File: src/rtl/query_patch_pkg.sv
// -----------------------------------------------------------------------------
// query_patch_pkg
// Shared types and constants for the query patch read path.
//   DATA_WIDTH  - bits per patch element
//   PATCH_SIZE  - elements per patch
//   PATCH_W     - packed patch width (element 0 in the low bits)
//   patch_t     - one packed patch
//   qpr_state_t - reader sequencer states
// -----------------------------------------------------------------------------
package query_patch_pkg;

    localparam int DATA_WIDTH = 11;
    localparam int PATCH_SIZE = 5;
    localparam int PATCH_W    = DATA_WIDTH * PATCH_SIZE;

    typedef logic [PATCH_W-1:0] patch_t;

    typedef enum logic [1:0] {
        IDLE  = 2'd0,
        READ  = 2'd1,
        DRAIN = 2'd2,
        DONE  = 2'd3
    } qpr_state_t;

endpackage

File: src/rtl/query_patch_reader_if.sv
// -----------------------------------------------------------------------------
// query_patch_reader_if
// Bundles the memory read port (csb1/addr1/rpatch1) and the downstream patch
// stream (out_patch/out_valid/out_ready).
//   master : reader side (drives csb1, addr1, out_patch, out_valid)
//   slave  : memory + consumer side (drives rpatch1, out_ready)
// -----------------------------------------------------------------------------
interface query_patch_reader_if #(
    parameter int ADDR_WIDTH = 9
) ();
    import query_patch_pkg::*;

    logic                  csb1;
    logic [ADDR_WIDTH-1:0] addr1;
    patch_t                rpatch1;
    patch_t                out_patch;
    logic                  out_valid;
    logic                  out_ready;

    modport master (
        output csb1, addr1, out_patch, out_valid,
        input  rpatch1, out_ready
    );

    modport slave (
        input  csb1, addr1, out_patch, out_valid,
        output rpatch1, out_ready
    );

endinterface

File: src/rtl/patch_fifo.sv
// -----------------------------------------------------------------------------
// patch_fifo
// Synchronous first-word-fall-through FIFO. The head entry is visible on dout
// whenever the FIFO is non-empty; dout reads zero when empty.
//   clk, rst     - clock, synchronous active-high reset (pointers/count only)
//   push, din    - write request and data
//   pop          - consume head entry
//   dout         - head entry
//   count        - occupancy
//   full, empty  - occupancy flags
// Push and pop in the same cycle are both honoured, including when full.
// -----------------------------------------------------------------------------
module patch_fifo #(
    parameter int WIDTH = 8,
    parameter int DEPTH = 4
) (
    input  logic                         clk,
    input  logic                         rst,
    input  logic                         push,
    input  logic [WIDTH-1:0]             din,
    input  logic                         pop,
    output logic [WIDTH-1:0]             dout,
    output logic [$clog2(DEPTH+1)-1:0]   count,
    output logic                         full,
    output logic                         empty
);
    localparam int PTR_W = (DEPTH > 1) ? $clog2(DEPTH) : 1;
    localparam int CNT_W = $clog2(DEPTH + 1);

    logic [WIDTH-1:0] r_mem [DEPTH];
    logic [PTR_W-1:0] r_rd;
    logic [PTR_W-1:0] r_wr;
    logic [CNT_W-1:0] r_count;
    logic             w_do_push;
    logic             w_do_pop;

    function automatic logic [PTR_W-1:0] ptr_inc(input logic [PTR_W-1:0] p);
        return (p == PTR_W'(DEPTH - 1)) ? '0 : p + 1'b1;
    endfunction

    assign empty     = (r_count == '0);
    assign full      = (r_count == CNT_W'(DEPTH));
    assign count     = r_count;
    assign w_do_pop  = pop && !empty;
    // A full FIFO still accepts a write when the head leaves in the same cycle.
    assign w_do_push = push && (!full || w_do_pop);
    assign dout      = empty ? '0 : r_mem[r_rd];

    always_ff @(posedge clk) begin
        if (w_do_push) begin
            r_mem[r_wr] <= din;
        end
    end

    always_ff @(posedge clk) begin
        if (rst) begin
            r_rd    <= '0;
            r_wr    <= '0;
            r_count <= '0;
        end else begin
            if (w_do_push) r_wr <= ptr_inc(r_wr);
            if (w_do_pop)  r_rd <= ptr_inc(r_rd);
            unique case ({w_do_push, w_do_pop})
                2'b10:   r_count <= r_count + 1'b1;
                2'b01:   r_count <= r_count - 1'b1;
                default: r_count <= r_count;
            endcase
        end
    end

endmodule

File: src/rtl/query_patch_reader.sv
// -----------------------------------------------------------------------------
// query_patch_reader
// Walks a contiguous (wrapping) address range on the query patch memory's read
// port and streams the patches downstream in address order.
//   clk, rst     - clock, synchronous active-high reset
//   start        - request, sampled only while idle
//   base_addr    - first patch address (sampled with start)
//   num_patches  - patch count 0..DEPTH (sampled with start)
//   busy         - transfer in progress, through the done cycle
//   done         - one-cycle end-of-transfer pulse
//   bus          - memory read port + output stream (master side)
// Reads are issued only while the in-flight reads plus buffered patches leave
// room in the output FIFO, so returning data can always be captured.
// -----------------------------------------------------------------------------
module query_patch_reader
    import query_patch_pkg::*;
#(
    parameter int ADDR_WIDTH   = 9,
    parameter int DEPTH        = 512,
    parameter int READ_LATENCY = 2,
    parameter int FIFO_DEPTH   = 4
) (
    input  logic                  clk,
    input  logic                  rst,
    input  logic                  start,
    input  logic [ADDR_WIDTH-1:0] base_addr,
    input  logic [ADDR_WIDTH:0]   num_patches,
    output logic                  busy,
    output logic                  done,
    query_patch_reader_if.master  bus
);
    localparam int CNT_W = $clog2(FIFO_DEPTH + 1);
    localparam int CRD_W = $clog2(2 * FIFO_DEPTH + 1);
    localparam int NUM_W = ADDR_WIDTH + 1;

    qpr_state_t              r_state;
    qpr_state_t              w_next;
    logic [ADDR_WIDTH-1:0]   r_addr;
    logic [NUM_W-1:0]        r_issue_left;
    logic [NUM_W-1:0]        r_out_left;
    logic [READ_LATENCY-1:0] r_pipe;
    logic [CNT_W-1:0]        w_fifo_count;
    logic                    w_fifo_full;
    logic                    w_fifo_empty;
    logic [CRD_W-1:0]        w_inflight;
    logic [CRD_W-1:0]        w_credit_used;
    logic                    w_issue;
    logic                    w_push;
    logic                    w_pop;

    // Credit: only current occupancy counts; a pop this cycle frees its slot next cycle.
    always_comb begin
        w_inflight = '0;
        for (int i = 0; i < READ_LATENCY; i++) begin
            w_inflight = w_inflight + CRD_W'(r_pipe[i]);
        end
        w_credit_used = w_inflight + CRD_W'(w_fifo_count);
        w_issue = (r_state == READ) && (r_issue_left != '0) &&
                  (w_credit_used < CRD_W'(FIFO_DEPTH));
    end

    assign w_push = r_pipe[READ_LATENCY-1];
    assign w_pop  = bus.out_valid && bus.out_ready;

    // FSM state register
    always_ff @(posedge clk) begin
        if (rst) r_state <= IDLE;
        else     r_state <= w_next;
    end

    // FSM next state
    always_comb begin
        w_next = r_state;
        unique case (r_state)
            IDLE:  if (start) w_next = (num_patches == '0) ? DONE : READ;
            READ:  if (w_issue && (r_issue_left == NUM_W'(1))) w_next = DRAIN;
            // Finish once the last outstanding patch is (or is being) handed off.
            DRAIN: if ((r_out_left == '0) || ((r_out_left == NUM_W'(1)) && w_pop)) w_next = DONE;
            DONE:  w_next = IDLE;
            default: w_next = IDLE;
        endcase
    end

    // FSM outputs
    always_comb begin
        busy     = (r_state != IDLE);
        done     = (r_state == DONE);
        bus.csb1 = !w_issue;
    end

    assign bus.addr1 = r_addr;

    // Address/count tracking and the in-flight tag pipe
    always_ff @(posedge clk) begin
        if (rst) begin
            r_addr       <= '0;
            r_issue_left <= '0;
            r_out_left   <= '0;
            r_pipe       <= '0;
        end else begin
            r_pipe[0] <= w_issue;
            for (int i = 1; i < READ_LATENCY; i++) begin
                r_pipe[i] <= r_pipe[i-1];
            end
            if ((r_state == IDLE) && start) begin
                r_addr       <= base_addr;
                r_issue_left <= num_patches;
                r_out_left   <= num_patches;
            end else begin
                if (w_issue) begin
                    r_addr       <= (r_addr == ADDR_WIDTH'(DEPTH - 1)) ? '0 : r_addr + 1'b1;
                    r_issue_left <= r_issue_left - 1'b1;
                end
                if (w_pop) r_out_left <= r_out_left - 1'b1;
            end
        end
    end

    patch_fifo #(
        .WIDTH (PATCH_W),
        .DEPTH (FIFO_DEPTH)
    ) u_fifo (
        .clk   (clk),
        .rst   (rst),
        .push  (w_push),
        .din   (bus.rpatch1),
        .pop   (w_pop),
        .dout  (bus.out_patch),
        .count (w_fifo_count),
        .full  (w_fifo_full),
        .empty (w_fifo_empty)
    );

    assign bus.out_valid = !w_fifo_empty;

    // Returning data must always find room in the buffer.
    a_no_overflow: assert property (@(posedge clk) disable iff (rst)
        !(w_push && w_fifo_full && !w_pop));

endmodule

File: src/flat_wrapper.sv
// flat-port wrapper written by rule: the top's interface ports become plain ports
module query_patch_reader_flat import query_patch_pkg::*;
#(
    parameter int ADDR_WIDTH   = 9,
    parameter int DEPTH        = 512,
    parameter int READ_LATENCY = 2,
    parameter int FIFO_DEPTH   = 4
)
  (clk, rst, start, base_addr, num_patches, busy, done, bus_csb1, bus_addr1, bus_out_patch, bus_out_valid, bus_rpatch1, bus_out_ready);
  query_patch_reader_if #(.ADDR_WIDTH(ADDR_WIDTH)) bus_i ();
  input  logic clk;
  input  logic rst;
  input  logic start;
  input  logic [ADDR_WIDTH-1:0] base_addr;
  input  logic [ADDR_WIDTH:0] num_patches;
  output logic busy;
  output logic done;
  output wire logic [$bits(bus_i.csb1)-1:0] bus_csb1;
  output wire logic [$bits(bus_i.addr1)-1:0] bus_addr1;
  output wire logic [$bits(bus_i.out_patch)-1:0] bus_out_patch;
  output wire logic [$bits(bus_i.out_valid)-1:0] bus_out_valid;
  input wire logic [$bits(bus_i.rpatch1)-1:0] bus_rpatch1;
  input wire logic [$bits(bus_i.out_ready)-1:0] bus_out_ready;
  assign bus_csb1 = bus_i.csb1;
  assign bus_addr1 = bus_i.addr1;
  assign bus_out_patch = bus_i.out_patch;
  assign bus_out_valid = bus_i.out_valid;
  assign bus_i.rpatch1 = bus_rpatch1;
  assign bus_i.out_ready = bus_out_ready;
  query_patch_reader #(.ADDR_WIDTH(ADDR_WIDTH), .DEPTH(DEPTH), .READ_LATENCY(READ_LATENCY), .FIFO_DEPTH(FIFO_DEPTH)) u_core (.clk(clk), .rst(rst), .start(start), .base_addr(base_addr), .num_patches(num_patches), .busy(busy), .done(done), .bus(bus_i));
endmodule
File: config.mk
export PLATFORM = sky130hd
export DESIGN_NAME = query_patch_reader_flat
export DESIGN_NICKNAME = d
export VERILOG_FILES = /design/src/rtl/query_patch_pkg.sv /design/src/rtl/query_patch_reader_if.sv /design/src/rtl/patch_fifo.sv /design/src/rtl/query_patch_reader.sv /design/src/flat_wrapper.sv
export SDC_FILE = /design/constraint.sdc
export NUM_CORES = 1
export LEC_CHECK = 0
export BUFFER_PORTS_ARGS = -buffer_cell sky130_fd_sc_hd__buf_2
export CORE_MARGIN = 2
export CORE_UTILIZATION = 55
export CTS_CLUSTER_SIZE = 40
export DETAILED_ROUTE_END_ITERATION = 8
export PLACE_DENSITY = 0.77
export SYNTH_ARGS = -nofsm -noshare
export SYNTH_HDL_FRONTEND = slang
export SYNTH_SLANG_ARGS = --single-unit
export TNS_END_PERCENT = 5
File: constraint.sdc
create_clock -name clk -period 3.6 [get_ports clk]
set_input_delay 0.72 -clock clk [delete_from_list [all_inputs] [get_ports clk]]
set_output_delay 0.72 -clock clk [all_outputs]
set_load 0.1 [all_outputs]
==> run summary <==
Reg2Reg Capture Point: u_core.bus.addr1[2]$_SDFFE_PP0P_
WHS Endpoint: u_core.u_fifo.r_mem[3][50]$_DFFE_PP_
GPL Wtd Cong: 0.836
Final period util: 89.2%
Reg-to-Reg Start: u_core.r_pipe[1]$_SDFF_PP0_
worst reg2reg path depth: 7
RSZ-0062 raised after global routing: no
CTS Root Cell: clkbuf_16
overflow left after global routing: 0
Crit path top cell by count: ha_1
Rel. slew slack: 52.9%
critical path data required time: 2.88 ns
cts hold-fix bufs: 0
final setup vio count: 0
Post-Synthesis Cell Area: 10,700 um2
slowest CP cell: buf_2
Pre-antenna DRT Iters: 5
CP delay by family, top: simple AND/OR/NAND/NOR gates
IO buf count: 145
cts repair resizes: 0
Core ar.: 19,300 um2
worst-margin pin slew: 0.706 ns
Final nets: 886
clock sinks: 262
Yosys reg bits: 262
GRT Overall Usage: 21.0%
TritonCTS clock tree: done
vias in the first global route: 6,289
Worst Path Arrival: 2.49 ns
DR iter-0 viols: 427
FF-to-FF setup slack: 1.23 ns
setup bufs post-CTS: 0
share of post-route cells with drive strength above 1: 33.3%
cts bufs inserted: 26
CP Buf/Inv Count: 1
setup_tns: 0 ns
synth warn: 0
synth top area cells: edfxtp_1, mux4_2, dfxtp_1
most used standard cell by instance count after synthesis: edfxtp_1
post-route ant nets: 0
Die Y: 143 um
syn nets: 729
Layout Area Growth over Synthesis: 18.0%
Post-Syn Area per Cell: 17.0 um2
min Tclk post-route: 3.21 ns
origin of the worst min-delay path: bus_rpatch1[50]
fmax: 311 MHz
Max stage delay on crit path: 0.49 ns
hold path cells: 1
largest net degree at the start of global routing: 57
Top Ports: 146
Rows: 51
Die X: 143 um
sequential share of the synthesized area: 69.6%
DR vias/cell: 5.70
crit path launch type: flip-flop
critical path fanouts, max: 14
HP Class: in -> reg
placed cell area: 11,800 um2
Setup crit end kind: output port
dominant cell type by area after synthesis: edfxtp_1
clock tree buffer depth: 3
status: completed
DIE AREA: 20,600 um2
Power Dens Cells: 843 nW/um2
Commonest cells post-synth: edfxtp_1, nor2b_1, mux4_2
Pins Over Slew Limit: 0
hpwl dp: 13,600 um
fill count: 1,357
post-route design area: 12,600 um2
wire length of the first global-routing pass: 33,200 um
Hold Violations, Final: 0
Worst VDD drop: 0.710 mV
Setup Skew: 0.00831 ns
Post-synth top flop: edfxtp_1
CP Cell Sequence: ha_1, ha_1, nand3_1, and3_1, nand2_2, buf_2
clock latency on the worst-skew pair: 0.51 ns
post-synthesis cell count: 630
FFs w/ async S/R, synth: 0%
H-tree levels: 1
Initial Util: 55.5%
critical path class: reg -> out
leak pwr: 4.43 nW
DR vias: 6,125
max-cap viol count: 0
drt drc: 0
wire per inst: 20.0 um
Post-synth EDFFs: 220
Distinct cells, synth: 51
clk slew on worst S/H paths: 0.06 ns
DRT Wirelength: 21,500 um
Synth top area share: 61.7%
final hold slack: 0.417 ns
antenna violations before repair: 1
-- metrics by stage --
| step | cells | worst slack (ns) | power [mW] | util (%) |
|---|---|---|---|---|
| after floorplan | 630 | 0.343 | 7.33 | - |
| after global placement | 1024 | 0.942 | 7.97 | 61.1 |
| after detailed placement | 1024 | 0.923 | 8.07 | 61.1 |
| after CTS | 1071 | 0.358 | 10.7 | 65.5 |
| after global routing | 1072 | 0.267 | 11.1 | 65.5 |
| final | 1074 | 0.389 | 10.7 | 65.5 |
-- cells by family (layout without fill, tap and decap cells) --
group / count (synthesis) / after routing / synth area share, %
compound gates: 70 / 70 / 4.49
other cells: 0 / 3 / 0
fa+ha+maj: 21 / 21 / 2.53
simple gates: 153 / 153 / 8.24
mux: 56 / 56 / 11.7
xor+xnor: 20 / 20 / 1.64
flops: 262 / 262 / 69.6
buf+inv: 48 / 224 / 1.85
-- metal layers --
metal | vias up | global-route usage, % | share of wire (%)
li1 | 2778 | - | -
met3 | 44 | 3.57 | 6.8
met1 | 3050 | 27.1 | 40
met4 | 0 | 6.09 | 2.0
met2 | 253 | 36.9 | 51
met5 | - | 0 | 0
-- worst max-delay path by stage --
stage / start / to / depth (start not counted)
after global routing: u_core.r_pipe[1]$_SDFF_PP0_ / bus_csb1 / 6
after floorplan: flip-flop / bus_out_patch[10] / 4
after global placement: flip-flop / bus_out_patch[14] / 4
after CTS: flip-flop / bus_out_patch[0] / 4
final: u_core.r_pipe[1]$_SDFF_PP0_ / bus_csb1 / 6
after detailed placement: flip-flop / bus_out_patch[0] / 4
-- cell type report --
type | count | area [um2] | share of cell area (%)
antenna | 3 | 7.51 | 0.0594
clock buffer | 30 | 687 | 5.44
clock inverter | 17 | 164 | 1.30
inverter | 18 | 67.6 | 0.535
multi-input combinational | 320 | 3070 | 24.3
sequential | 262 | 7450 | 59.0
tap | 265 | 332 | 2.62
timing repair buffer | 159 | 856 | 6.77
-- power by group --
group	switching (mW)	leakage (nW)	internal, mW
Combinational	3.16	1.69	1.07
Sequential	0.249	2.33	3.52
Clock	1.07	0.418	1.58
-- registers in the layout, indices dropped and copies added (netlist names), named ones only --
name / count
u_core.r_pipe: 2
u_core.r_out_left: 10
u_core.u_fifo.r_rd: 2
u_core.u_fifo.r_mem: 220
u_core.u_fifo.r_wr: 2
u_core.r_issue_left: 10
u_core.u_fifo.count: 3
u_core.r_state: 2
u_core.bus.addr1: 9
-- layout by cell type (no fill, tap or decap), types with 6 or more instances in the layout --
master	Yosys	final
clkbuf_16	0	27
buf_2	8	145
nand2_1	21	21
a21oi_1	29	29
nand3_1	8	8
edfxtp_1	220	220
xor2_1	14	14
clkinv_2	0	6
nor2b_1	59	59
xnor2_1	6	6
buf_4	2	12
nor2_1	20	20
inv_1	18	18
ha_1	20	20
mux4_2	55	55
o21bai_1	9	9
dfxtp_1	42	40
Note: power is estimated with default switching activity, not from simulation.
